--- config.mk ---
export PLATFORM = sky130hd
export DESIGN_NAME = decision_tree
export DESIGN_NICKNAME = d
export VERILOG_FILES = /design/src/rtl/decision_tree.sv
export SDC_FILE = /design/constraint.sdc
export NUM_CORES = 1
export LEC_CHECK = 0
export CAP_MARGIN = 20
export CORE_MARGIN = 2
export CORE_UTILIZATION = 50
export DETAILED_ROUTE_END_ITERATION = 16
export PLACE_DENSITY_LB_ADDON = 0.25
export SLEW_MARGIN = 30
export SYNTH_ARGS = -nofsm -noshare
export SYNTH_HDL_FRONTEND = slang
export SYNTH_SLANG_ARGS = --single-unit
--- constraint.sdc ---
create_clock -name clk -period 6.9 [get_ports clk]
set_input_delay 1.725 -clock clk [delete_from_list [all_inputs] [get_ports clk]]
set_output_delay 1.725 -clock clk [all_outputs]
set_load 0.1 [all_outputs]
--- src/rtl/decision_tree.sv ---
// Fixed five-node binary decision-tree classifier over IEEE-754 single-precision
// features. Walks one node per clock and strobes a 3-bit class label on completion.
module decision_tree #(
  parameter logic [31:0] T0 = 32'h3F800000,
  parameter logic [31:0] T1 = 32'h40000000,
  parameter logic [31:0] T2 = 32'h40400000,
  parameter logic [31:0] T3 = 32'h40800000,
  parameter logic [31:0] T4 = 32'h40A00000
) (
  input  logic        clk,
  input  logic        rst,
  input  logic        start,
  input  logic [31:0] feature0,
  input  logic [31:0] feature1,
  input  logic [31:0] feature2,
  input  logic [31:0] feature3,
  input  logic [31:0] feature4,
  // "class" is a reserved word, so the label port is class_label.
  output logic [2:0]  class_label,
  output logic        busy,
  output logic        valid,
  output logic        dbg_state,
  output logic [2:0]  dbg_node
);

  // Handshake: start is sampled only while idle (busy=0); valid is a one-cycle
  // strobe with class_label, which then holds until the next result or reset.

  typedef enum logic {
    IDLE = 1'b0,
    EVAL = 1'b1
  } state_t;

  typedef struct packed {
    logic       leaf;
    logic [2:0] idx;
  } child_t;

  state_t      state;
  state_t      state_next;
  logic [2:0]  node;
  logic [2:0]  node_next;
  logic [2:0]  class_next;
  logic        busy_next;
  logic        valid_next;
  logic        load;
  logic [31:0] feat_q [5];

  logic [31:0] sel_feature;
  logic [31:0] sel_threshold;
  logic        go_left;
  child_t      child;

  function automatic logic is_nan(input logic [31:0] x);
    is_nan = (x[30:23] == 8'hFF) && (x[22:0] != 23'd0);
  endfunction

  function automatic logic is_zero(input logic [31:0] x);
    is_zero = (x[30:0] == 31'd0);
  endfunction

  // a <= b on raw IEEE-754 encodings; sign-magnitude ordering, no flush-to-zero.
  function automatic logic fp_le(input logic [31:0] a, input logic [31:0] b);
    fp_le = 1'b0;
    if (is_nan(a) || is_nan(b)) begin
      fp_le = 1'b0;
    end else if (is_zero(a) && is_zero(b)) begin
      fp_le = 1'b1;
    end else begin
      unique case ({a[31], b[31]})
        2'b00:   fp_le = (a[30:0] <= b[30:0]);
        2'b11:   fp_le = (a[30:0] >= b[30:0]);
        2'b10:   fp_le = 1'b1;
        default: fp_le = 1'b0;
      endcase
    end
  endfunction

  // Node i always tests feature i against threshold Ti.
  always_comb begin
    sel_feature   = 32'd0;
    sel_threshold = 32'd0;
    unique case (node)
      3'd0: begin sel_feature = feat_q[0]; sel_threshold = T0; end
      3'd1: begin sel_feature = feat_q[1]; sel_threshold = T1; end
      3'd2: begin sel_feature = feat_q[2]; sel_threshold = T2; end
      3'd3: begin sel_feature = feat_q[3]; sel_threshold = T3; end
      3'd4: begin sel_feature = feat_q[4]; sel_threshold = T4; end
      default: begin sel_feature = 32'd0; sel_threshold = 32'd0; end
    endcase
  end

  assign go_left = fp_le(sel_feature, sel_threshold);

  // Tree topology. Unreachable node codes fall out as a leaf so EVAL cannot stick.
  always_comb begin
    child = '{leaf: 1'b1, idx: 3'd0};
    unique case (node)
      3'd0: child = go_left ? '{leaf: 1'b0, idx: 3'd1} : '{leaf: 1'b0, idx: 3'd2};
      3'd1: child = go_left ? '{leaf: 1'b0, idx: 3'd3} : '{leaf: 1'b1, idx: 3'd1};
      3'd2: child = go_left ? '{leaf: 1'b1, idx: 3'd2} : '{leaf: 1'b0, idx: 3'd4};
      3'd3: child = go_left ? '{leaf: 1'b1, idx: 3'd0} : '{leaf: 1'b1, idx: 3'd3};
      3'd4: child = go_left ? '{leaf: 1'b1, idx: 3'd4} : '{leaf: 1'b1, idx: 3'd5};
      default: child = '{leaf: 1'b1, idx: 3'd0};
    endcase
  end

  always_comb begin
    state_next = state;
    node_next  = node;
    class_next = class_label;
    busy_next  = busy;
    valid_next = 1'b0;
    load       = 1'b0;
    unique case (state)
      IDLE: begin
        if (start) begin
          load       = 1'b1;
          node_next  = 3'd0;
          busy_next  = 1'b1;
          state_next = EVAL;
        end
      end
      EVAL: begin
        if (child.leaf) begin
          class_next = child.idx;
          valid_next = 1'b1;
          busy_next  = 1'b0;
          state_next = IDLE;
        end else begin
          node_next = child.idx;
        end
      end
      default: state_next = IDLE;
    endcase
  end

  always_ff @(posedge clk) begin
    if (rst) begin
      state <= IDLE;
    end else begin
      state <= state_next;
    end
  end

  always_ff @(posedge clk) begin
    if (rst) begin
      node        <= 3'd0;
      class_label <= 3'd0;
      busy        <= 1'b0;
      valid       <= 1'b0;
      for (int i = 0; i < 5; i++) feat_q[i] <= 32'd0;
    end else begin
      node        <= node_next;
      class_label <= class_next;
      busy        <= busy_next;
      valid       <= valid_next;
      if (load) begin
        feat_q[0] <= feature0;
        feat_q[1] <= feature1;
        feat_q[2] <= feature2;
        feat_q[3] <= feature3;
        feat_q[4] <= feature4;
      end
    end
  end

  assign dbg_state = state;
  assign dbg_node  = node;

endmodule

# Yosys cells after proc, flatten, opt, wreduce, memory -nomap -nowiden
# Memory sizes are Yosys's and may differ from the RTL's.
# Index checks and enable logic that the tools add are counted.
# word_totals
register_bits,9
n_memories,1
out_inout_bits,9
ram_bits,160
word_cells,71
in_bits,163
# memory_table
name,words,width,read_ports,rd_ports_with_merged_regs,wr,line,rtl
feat_q,5,32,5,0,5,47,logic [31:0] feat_q [5];
# classes
n_lt_le_gt_ge,2
n_bitwise,6
n_eq_ne,11
n_mux,32
n_reduce_logical,14
# ops
operator,n
32-bit 2-to-1 mux,5
32-bit case mux with 5 select lines,1
31-bit case mux with 5 select lines,1
31-bit zero test,2
23-bit nonzero test,2
31-bit >= comparator,1
31-bit <= comparator,1
4-bit case mux with 5 select lines,1
"8-bit == test, second input constant",2
1-bit 2-to-1 mux,14
4-bit 2-to-1 mux,2
"3-bit by 2-bit == test with 1-bit output, second input constant",2
3-bit 2-to-1 mux,2
3-bit case mux with 2 select lines,1
2-bit AND reduction,3
1-bit bitwise OR,5
"2-bit == test, second input constant",2
2-bit 2-to-1 mux,2
"2-bit != test, second input constant",2
1-bit case mux with 2 select lines,2
"3-bit by 1-bit == test with 1-bit output, second input constant",1
"3-bit == test, second input constant",1
1-bit logical AND,3
3-bit zero test,1
6 further kinds,6

# Longest topological paths before layout
# depth
depth_word,10
ltp_mapped,15
ltp_nobuf,13

# Worst setup path after synthesis
# OpenSTA, ideal clock, no wires.
# synth_path
path_kind,input to register
from,in rst
to,mem feat_q[0][0] (enable)
setup_ps,513
path_buffers,1
slack_ps,1202
required_time_ps,6387
arrival_time_ps,5184
cell_stages,3
cell_sequence,clkbuf_1 -> nor2_1 -> inv_1
# synth_lines
element,line,rtl
from (decl),11,"input logic rst,"
to (decl),47,

# Worst setup path after layout
# layout_path
from,"reg node[1], in the netlist dbg_node[1]"
to,out dbg_node[1]
# layout_lines
element,line,rtl
from (decl),41,logic [2:0] node;
from (signal assigned),154,node <= node_next;
to (decl),23,output logic [2:0] dbg_node
# No word-level cell between the ends.

==> summary.md <==
| Metric | Value |
|---|---|
| Htree depth | `4` |
| Register bit total from synthesis | `169` |
| Synth Flop Type | `edfxtp_1` |
| Endpoint class of the critical path | `output pin` |
| Setup WS pre-CTS | `2.49 ns` |
| Detailed Place HPWL | `11000 microns` |
| Final wirelength | `15500 microns` |
| Switch Pwr | `between 0.6 and 0.7 mW` |
| Peak VDD IR | `0.000187 V` |
| Clock tree sinks | `169` |
| Postcts setup bufs | `0` |
| Crit-path cells | `clkdlybuf4s50_1` |
| Final global-route overflow total | `0` |
| Worst R2R Path Depth | `11` |
| Vias in the first global route | `just under 5k` |
| Post-route antenna net violation count | `0` |
| Initial antenna violation count | `1` |
| Initial core utilization | `51.1%` |
| Unrepaired setup endpoints after global routing | `false` |
| Hold path depth | `2` |
| Ys Warns | `0` |
| Layout Cells excl Fill | `911` |
| WHS | `0.489 ns` |
| Setup Skew | `0.0147 ns` |
| Setup TNS | `0 ns` |
| Mapped Cells | `between 500 and 600` |
| Worst setup margin | `approximately 2.5 ns` |
| Power Total | `2.53 mW` |
| Clock Root Buffer | `clkbuf_16` |
| First-pass GRT wire length | `24000 microns` |
| Worst Tran Pin Value | `0.969 ns` |
| Number of nets in the layout | `887` |
| Clock power frac | `33.2%` |
| Average vias per placed instance | `5.23` |
| Yosys cell types | `54` |
| PD cells | `258 mW/mm^2` |
| CTS tree | `done` |
| Synthesized cell area | `0.00743 sq mm` |
| Startpoint Class | `register` |
| Crit path max fanout | `38` |
| Ys async rst share | `0%` |
| Worst path slowest cell | `clkdlybuf4s50_1` |
| Post-synth EDFFs | `160` |
| Drt first pass iters | `4` |
| Status | `completed` |
| CP Class | `register to output pin` |
| Int Pwr | `1.92 mW` |
| Reg clk slew, reported paths | `0.06 ns` |
| Critical Path Max Stage Delay | `roughly 1.3 ns` |
| Final Setup Violations | `0` |
| Area grow syn2layout | `32.1%` |
| Residual DRC count | `0` |
| Final min period | `4.38 ns` |
| Register area share after synthesis | `67.1%` |
| Largest net degree at the start of global routing | `122` |
| Die Span X | `126 microns` |
| Hold Path Class | `register to register` |
| Final RePlAce weighted congestion | `between 0.9 and 1` |
| WP data arrival | `2.66 ns` |
| Core area | `0.0145 sq mm` |
| Layout cell share with drive strength beyond 1 | `5.23%` |
| Levels on crit path | `1` |
| Switching part of the total | `24.2%` |
| Die Ht | `126 microns` |
| Logic pwr share | `16.3%` |
| Placed cells | `roughly 880` |
| Clk_lat worst skew | `roughly 0.42 ns` |
| IO Count | `roughly 170` |
| Worst slew margin | `35.2%` |
| WL/cell | `17.0 microns` |
| Post-cts sizing count | `0` |
| Initial DRC Count | `320` |
| Sequential power share | `50.4%` |
| CTS buffer count | `17` |
| Hold Fails Final Rpt | `0` |
| Leak | `3.63 nW` |
| Hold-fix buffers, CTS | `0` |
| Post-Syn Nets | `721` |
| Final Cycle Share | `a little under two thirds` |
| Crit-path leading delay family | `buffers and inverters` |
| Clock buffer depth | `2` |
| Die area | `0.0159 sq mm` |
| Syn Area/Cell | `13.6 sq um` |
| Via count | `4766` |
| Final Max Tran Viols | `0` |
| PortBufs | `between 150 and 200` |
| Critical path buffers and inverters | `1` |
| Crit path required time | `a little over 5 ns` |
| Max cap viols | `0` |
| Max Clock Freq | `228 MHz` |
| Core Rows | `44` |
| GRT Overall Usage | `just under 20%` |
-- cell type report --
type | instances | area (sq um)
well taps | 184 | 230
repair buffers | 175 | 1750
fillers | 1078 | 4710
inverters | 9 | 41.3
clock buffers | 19 | 433
flip-flops and latches | 169 | 4990
clock inverters | 12 | 85.1
multi-input cells | 342 | 2290
diodes | 1 | 2.50
-- sequential cells by signal (all words and copies together), names as in the netlist --
name and flops:
dbg_state 1, class_label 3, busy 1, feat_q 160, dbg_node 3, valid 1
-- tightest hold or removal path: stages, from the launching register on --
cell	delay (ns)
dfxtp_1	0.33
nand2_1	0.06
a21oi_1	0.05
-- synth_stat cells (2+ instances only) --
| master | count | area share, % |
|---|---|---|
| a211oi_1 | 7 | 0.71 |
| a21oi_1 | 12 | 0.81 |
| a311oi_1 | 2 | 0.24 |
| and2_1 | 160 | 13 |
| buf_2 | 4 | 0.27 |
| buf_4 | 3 | 0.30 |
| clkbuf_1 | 19 | 0.96 |
| dfxtp_1 | 9 | 2.4 |
| edfxtp_1 | 160 | 65 |
| ha_1 | 10 | 1.7 |
| inv_1 | 8 | 0.40 |
| mux2i_1 | 16 | 2.2 |
| mux4_2 | 2 | 0.61 |
| nand2_1 | 13 | 0.66 |
| nand2b_1 | 5 | 0.42 |
| nand3_1 | 7 | 0.47 |
| nand4_1 | 5 | 0.42 |
| nor2_1 | 20 | 1.0 |
| nor2b_1 | 7 | 0.59 |
| nor3_1 | 10 | 0.67 |
| nor3b_1 | 2 | 0.20 |
| nor4_1 | 17 | 1.4 |
| o21ai_0 | 11 | 0.74 |
| o21ai_1 | 4 | 0.27 |
| o22ai_1 | 2 | 0.17 |
| o32a_1 | 2 | 0.27 |
| o32ai_1 | 2 | 0.24 |
| or4_1 | 3 | 0.30 |
-- power by group through the flow --
| stage | Combinational [mW] | Clock [mW] | Sequential, mW |
|---|---|---|---|
| floorplan | 0.221 | 0 | 1.33 |
| global placement | 0.399 | 0 | 1.29 |
| detailed placement | 0.412 | 0 | 1.30 |
| CTS | 0.415 | 0.850 | 1.28 |
| global route | 0.450 | 0.891 | 1.29 |
| finish | 0.414 | 0.842 | 1.28 |
-- placed cells by master (no fill, tap or decap), types with 3 or more instances in the layout --
master,count
o21ai_1,4
nor2b_1,7
o21ai_0,11
nor2_1,19
a211oi_1,7
clkinvlp_4,3
clkdlybuf4s50_1,171
inv_1,7
nand4_1,5
buf_4,3
edfxtp_1,160
clkinv_1,6
mux2i_1,16
ha_1,10
nor3_1,10
nand2b_1,5
or4_1,3
dfxtp_1,8
nand3_1,7
clkbuf_16,17
nor4_1,17
nand2_1,13
and2_1,160
a21oi_1,12
-- worst paths after layout --
kind                                      from        endpoint  slack, ns
worst min register to register  class_label[1]  class_label[1]       0.49
worst max-delay path               dbg_node[1]     dbg_node[1]       2.52
worst max register to register     dbg_node[2]     dbg_node[1]       3.15
worst min-delay path            class_label[1]  class_label[1]       0.49
-- metal layers --
layer | vias up | routed length [microns] | GRT usage, %
met5 | - | 0 | 0
met4 | 0 | 267 | 7.05
li1 | 2331 | - | -
met1 | 2253 | 6150 | 23.2
met3 | 20 | 798 | 4.46
met2 | 162 | 8250 | 35.5
-- cells by family (layout without fill, tap and decap cells) --
| family | after synthesis | after routing | share of synthesized area, % |
|---|---|---|---|
| simple gates | 255 | 255 | 20.4 |
| flops | 169 | 169 | 67.1 |
| compound gates | 57 | 57 | 5.54 |
| buf+inv | 37 | 215 | 2.19 |
| mux | 20 | 20 | 3.11 |
| fa+ha+maj | 10 | 10 | 1.68 |
| other cells | 0 | 1 | 0 |
-- metrics by stage --
stage	utilization (%)	cell area [sq um]
2_1_floorplan	-	7430
3_3_place_gp	63.9	9280
3_5_place_dp	64.0	9300
4_1_cts	67.5	9820
5_1_grt	67.6	9820
6_report	67.6	9820
Note: power is estimated with default switching activity, not from simulation.
